==> config.mk <==
export PLATFORM = sky130hd
export DESIGN_NAME = sincos_cordic
export DESIGN_NICKNAME = d
export VERILOG_FILES = /design/src/rtl/sincos_cordic.sv
export SDC_FILE = /design/constraint.sdc
export NUM_CORES = 1
export LEC_CHECK = 0
export CAP_MARGIN = 20
export CORE_MARGIN = 3
export CORE_UTILIZATION = 50
export DETAILED_ROUTE_END_ITERATION = 10
export PLACE_DENSITY = 0.75
export SLEW_MARGIN = 20
export SYNTH_ARGS = -nofsm -noshare
export SYNTH_HDL_FRONTEND = slang
export SYNTH_SLANG_ARGS = --single-unit
==> constraint.sdc <==
create_clock -name clk -period 11 [get_ports clk]
set_input_delay 2.2 -clock clk [delete_from_list [all_inputs] [get_ports clk]]
set_output_delay 2.2 -clock clk [all_outputs]
set_load 0.02 [all_outputs]
==> src/rtl/sincos_cordic.sv <==
// Iterative CORDIC producing sin/cos of a Q-format angle. The angle is first reduced
// to [-pi, pi], then folded into [-pi/2, pi/2], then rotated one micro-step per clock.
module sincos_cordic #(
    parameter int N    = 32,
    parameter int Q    = 18,
    parameter int ITER = 16
) (
    input  logic                clk,
    input  logic                reset,
    input  logic                start,
    input  logic signed [N-1:0] theta,
    output logic                busy,
    output logic                done,
    output logic signed [N-1:0] stheta,
    output logic signed [N-1:0] ctheta,
    output logic signed [N-1:0] theta_wrapped
);
    localparam int IW = $clog2(ITER + 1);

    // Angle and gain constants are rounded for Q = 18.
    localparam logic signed [N:0]   PI_Z      = (N+1)'(32'sd823550);
    localparam logic signed [N:0]   TWO_PI_Z  = (N+1)'(32'sd1647099);
    localparam logic signed [N:0]   HALF_PI_Z = (N+1)'(32'sd411775);
    localparam logic signed [N+1:0] K_X       = (N+2)'(32'sd159189);
    localparam logic signed [N+1:0] ONE_X     = (N+2)'(32'sd1) <<< Q;
    localparam logic signed [N-1:0] ONE_N     = N'(32'sd1) <<< Q;
    localparam logic [IW-1:0]       LAST_I    = IW'(ITER);
    localparam logic [IW-1:0]       I_ONE     = IW'(32'd1);

    typedef enum logic [1:0] {IDLE, REDUCE, FOLD, ROTATE} state_t;

    function automatic logic signed [N:0] atan_lut(input int idx);
        logic signed [31:0] v;
        case (idx)
            32'sd0:  v = 32'sd205887;
            32'sd1:  v = 32'sd121543;
            32'sd2:  v = 32'sd64219;
            32'sd3:  v = 32'sd32599;
            32'sd4:  v = 32'sd16363;
            32'sd5:  v = 32'sd8189;
            32'sd6:  v = 32'sd4096;
            32'sd7:  v = 32'sd2048;
            32'sd8:  v = 32'sd1024;
            32'sd9:  v = 32'sd512;
            32'sd10: v = 32'sd256;
            32'sd11: v = 32'sd128;
            32'sd12: v = 32'sd64;
            32'sd13: v = 32'sd32;
            32'sd14: v = 32'sd16;
            32'sd15: v = 32'sd8;
            32'sd16: v = 32'sd4;
            32'sd17: v = 32'sd2;
            default: v = 32'sd0;
        endcase
        return (N+1)'(v);
    endfunction

    function automatic logic signed [N-1:0] sat(input logic signed [N+1:0] v);
        logic signed [N-1:0] r;
        if (v > ONE_X)       r = ONE_N;
        else if (v < -ONE_X) r = -ONE_N;
        else                 r = v[N-1:0];
        return r;
    endfunction

    state_t              state_r, state_s;
    logic signed [N:0]   z_r, z_s;
    logic signed [N+1:0] x_r, x_s, y_r, y_s, x_sh_s, y_sh_s;
    logic [IW-1:0]       i_r, i_s;
    logic                neg_r, neg_s, busy_r, busy_s, done_r, done_s;
    logic signed [N-1:0] stheta_r, stheta_s, ctheta_r, ctheta_s, wrap_r, wrap_s;

    // Next-state and datapath update for the reduce/fold/rotate sequence.
    always_comb begin
        state_s  = state_r;
        z_s      = z_r;
        x_s      = x_r;
        y_s      = y_r;
        i_s      = i_r;
        neg_s    = neg_r;
        busy_s   = busy_r;
        done_s   = 1'b0;
        stheta_s = stheta_r;
        ctheta_s = ctheta_r;
        wrap_s   = wrap_r;
        x_sh_s   = x_r >>> i_r;
        y_sh_s   = y_r >>> i_r;
        case (state_r)
            IDLE: begin
                if (start) begin
                    z_s     = {theta[N-1], theta};
                    busy_s  = 1'b1;
                    state_s = REDUCE;
                end else begin
                    state_s = IDLE;
                end
            end
            REDUCE: begin
                if (z_r > PI_Z) begin
                    z_s = z_r - TWO_PI_Z;
                end else if (z_r < -PI_Z) begin
                    z_s = z_r + TWO_PI_Z;
                end else begin
                    wrap_s  = z_r[N-1:0];
                    state_s = FOLD;
                end
            end
            FOLD: begin
                // Fold into the CORDIC convergence range; the result sign is restored at the end.
                if (z_r > HALF_PI_Z) begin
                    z_s   = z_r - PI_Z;
                    neg_s = 1'b1;
                end else if (z_r < -HALF_PI_Z) begin
                    z_s   = z_r + PI_Z;
                    neg_s = 1'b1;
                end else begin
                    neg_s = 1'b0;
                end
                x_s     = K_X;
                y_s     = {(N+2){1'b0}};
                i_s     = {IW{1'b0}};
                state_s = ROTATE;
            end
            ROTATE: begin
                if (i_r == LAST_I) begin
                    stheta_s = sat(neg_r ? -y_r : y_r);
                    ctheta_s = sat(neg_r ? -x_r : x_r);
                    done_s   = 1'b1;
                    busy_s   = 1'b0;
                    state_s  = IDLE;
                end else if (!z_r[N]) begin
                    x_s = x_r - y_sh_s;
                    y_s = y_r + x_sh_s;
                    z_s = z_r - atan_lut(int'(i_r));
                    i_s = i_r + I_ONE;
                end else begin
                    x_s = x_r + y_sh_s;
                    y_s = y_r - x_sh_s;
                    z_s = z_r + atan_lut(int'(i_r));
                    i_s = i_r + I_ONE;
                end
            end
            default: begin
                busy_s  = 1'b0;
                state_s = IDLE;
            end
        endcase
    end

    // State and output registers; reset aborts any conversion in flight.
    always_ff @(posedge clk or negedge reset) begin
        if (!reset) begin
            state_r  <= IDLE;
            z_r      <= {(N+1){1'b0}};
            x_r      <= {(N+2){1'b0}};
            y_r      <= {(N+2){1'b0}};
            i_r      <= {IW{1'b0}};
            neg_r    <= 1'b0;
            busy_r   <= 1'b0;
            done_r   <= 1'b0;
            stheta_r <= {N{1'b0}};
            ctheta_r <= ONE_N;
            wrap_r   <= {N{1'b0}};
        end else begin
            state_r  <= state_s;
            z_r      <= z_s;
            x_r      <= x_s;
            y_r      <= y_s;
            i_r      <= i_s;
            neg_r    <= neg_s;
            busy_r   <= busy_s;
            done_r   <= done_s;
            stheta_r <= stheta_s;
            ctheta_r <= ctheta_s;
            wrap_r   <= wrap_s;
        end
    end

    assign busy          = busy_r;
    assign done          = done_r;
    assign stheta        = stheta_r;
    assign ctheta        = ctheta_r;
    assign theta_wrapped = wrap_r;

endmodule

==> impl_metrics.yaml <==
clock_tree:
  clockBufferDepth: 3
  numCtsBuffers: 26
  postCtsHoldBufs: 0
  cts.sinks: 207
  cts_tree: "done"
  clk_pin_slew_worst_paths_ns: 0.06
  post_cts_buffers: 0
  cts-root-buf: "clkbuf_16"
  htree_levels: 1
  ctsResizeCount: 0
  clock_latency_ns: 0.57
finish:
  multi_input_area_mm2: 0.01702
  area_growth_pct: 9.737
  diodes: 0
  drive_above_1_share_pct: 9.277
  seqCellArea_mm2: 0.005197
  nets: 3030
  nFillCells: 4145
  fin_area_mm2: 0.02564
yosys:
  synthXorXnorAreaFrac_pct: 8.344
  synth_fa_ha_area_share_pct: 6.791
  muxShareOfSynthArea_pct: 11.57
  synth_top_area_cell: "dfrtp_1"
  synth_edf_count: 0
  synthSimpleGateAreaFrac_pct: 19.75
  synth_nets: 3072
  syn-instance-count: 2912
  ys_ff_latch: 207
  yosys_most_used_dff: "dfrtp_1"
  synth_top_area_share_pct: 22.07
  ys_types: 96
  synth_area_mm2: 0.02336
  synth_common_cells: "nand2_1, o21ai_0, nor2_1, dfrtp_1, a21oi_1"
  seq_area_frac_synth_pct: 22.18
  yosys_warnings: 0
  synth_top_family_by_area: "compound AO/OA/AOI/OAI gates"
  synth_area_leaders: "dfrtp_1, mux4_2, ha_1"
  synth_compound_area_share_pct: 26.25
  async_flop_share_pct: 100.0
  synth_most_common_cell: "nand2_1"
  syn_area_per_cell_um2: 8.022
timing:
  setup_viol: 0
  worst_pin_slew_ns: 1.217
  period_needed_ns: 7.952
  finalHoldViolations: 0
  max_freq_mhz: 125.8
  rsz0062_at_grt: "no"
  slew_headroom_pct: 18.51
  final.setup.tns_ns: 0
  finalMaxSlewViolations: 0
  period_share_pct: 72.29
  fin_skew_ns: 0.01933
routing:
  wl_um: 82960
  wl_per_cell_um: 23.78
  first_iter_violations: 2454
  firstDrtPassIters: 6
  num_vias: 23680
  viasPerCell: 6.786
  ant_nets: 0
  drc: 0
place:
  dp.final_hpwl_um: 60260
  numPortBuffers: 132
  gp_congestion: 1.012
  postPlaceCellArea_mm2: 0.02476
flow_run:
  drv_cap: 0
min_path:
  holdPathEnd: "theta_wrapped[6]$_DFFE_PN0P_"
  min_path_cells: 2
  holdCritPathClass: "reg2reg"
  min_from: "theta_wrapped[6]$_DFFE_PN0P_"
floorplan:
  start_util_pct: 51.04
  rows: 78
  die_y_um: 222.2
  die_w_um: 222.2
  core-area_mm2: 0.04577
  io_pins: 133
  dieArea_mm2: 0.04935
critical_path:
  crit_slowest_cell: "dfrtp_4"
  critPathMaxStageDelay_ns: 0.94
  end_kind: "flop"
  arrival_ns: 8.44
  cp_cell_sequence: "buf_4, mux4_2, mux2_2, a32oi_1, nand3_1, nor4b_2, nand3_1, nor3_1, a21oi_1, xnor2_1, ha_1, a221oi_1, o21ai_0, a221o_1, o21ai_0, a31oi_1, o31ai_1, nor2_1, o31a_1, or4b_2, nand3_1"
  critPathMaxFanout: 53
  path_buf_inv: 1
  worstReg2RegEnd: "y_r[32]$_DFFE_PN0P_"
  worstSetupStartpointType: "flop"
  reg2reg_slack_ns: 3.05
  critPathTopFamily: "compound AO/OA/AOI/OAI gates"
  path_class: "reg2reg"
  r2r-start: "i_r[0]$_DFFE_PN0P_"
  cpMostUsedCell: "nand3_1"
  cp.required_ns: 11.49
  worstRegToRegCells: 21
power_and_ir_drop:
  ir_drop_v: 0.0001350
  total_power_mw: 1.672
  p_leak_nw: 10.94
  cellPowerDensity_mw_per_mm2: 65.23
grt:
  grt_remaining_overflow: 0
  antenna_found_initial: 1
  grt_max_degree: 83
  grt_pass1_vias: 22380
  grt_pass1_wl_um: 129400
  track_usage_pct: 32.38
run_status:
  status: "finished, final reports clean"
where the power goes:
group	internal, mW	total [mW]	switching, mW
Combinational	0.0112	0.0289	0.0177
Clock	0.517	0.882	0.365
Sequential	0.762	0.762	0
Total	1.29	1.67	0.383
cells by family after synthesis:
group                    count (synthesis)
AND/OR/NAND/NOR                        959
buffers and inverters                  293
AO/OA/AOI/OAI                          930
XOR/XNOR                               221
multiplexers                           177
flip-flops                             207
adder cells (fa/ha/maj)                125
placed cells by master (no fill, tap or decap), drive strengths merged, types with 69 or more instances in the layout:
cell,count
a21o,69
a21oi,183
clkdlybuf4s50,131
dfrtp,206
ha,122
mux4,69
nand2,352
nand3,69
nor2,215
o21ai,257
xnor2,105
xor2,115
routing by layer:
layer / vias to the layer above / track usage [%] / wire length [um]
li1: 10700 / - / -
met1: 11570 / 44.79 / 35110
met2: 1186 / 50.98 / 37340
met3: 217 / 5.720 / 7483
met4: 2 / 11.66 / 3007
met5: - / 0 / 11
metrics by stage:
step	util (%)	hold slack [ns]	instances	setup WS [ns]
floorplan	-	0.5222	2912	4.786
global placement	54.10	0.4547	3442	3.423
detailed placement	54.10	0.4650	3442	3.254
CTS	56.00	0.4783	3489	3.160
global route	56.01	0.4914	3489	2.500
finish	56.01	0.4760	3489	3.048
worst max-delay path by stage:
stage / startpoint / to / cells after the start / slack [ns]
floorplan: i_r[0]$_DFFE_PN0P_ / y_r[32]$_DFFE_PN0P_ / 24 / 4.79
global placement: i_r[0]$_DFFE_PN0P_ / y_r[32]$_DFFE_PN0P_ / 21 / 3.42
detailed placement: i_r[0]$_DFFE_PN0P_ / y_r[32]$_DFFE_PN0P_ / 21 / 3.25
CTS: i_r[0]$_DFFE_PN0P_ / y_r[32]$_DFFE_PN0P_ / 21 / 3.16
global route: i_r[0]$_DFFE_PN0P_ / y_r[32]$_DFFE_PN0P_ / 21 / 2.50
finish: i_r[0]$_DFFE_PN0P_ / y_r[32]$_DFFE_PN0P_ / 21 / 3.05
worst min-delay path, cell delays in order, from the launching register on:
cell and delay (ns):
dfrtp_1 0.34, nand2_1 0.05, o21ai_0 0.06
flip-flops by register name, summed over array words and instances, names as in the netlist:
register	count
x_r	34
y_r	34
z_r	33
ctheta	32
stheta	32
theta_wrapped	32
i_r	5
state_r	2
busy	1
done	1
neg_r	1
final cells by class:
type | count | area share (%)
multi-input combinational | 2412 | 66.38
sequential | 207 | 20.27
timing repair buffer | 167 | 6.198
tap | 600 | 2.928
clock buffer | 35 | 2.870
inverter | 56 | 0.8200
clock inverter | 12 | 0.5271
No activity file was read; power rests on OpenSTA's default activity.
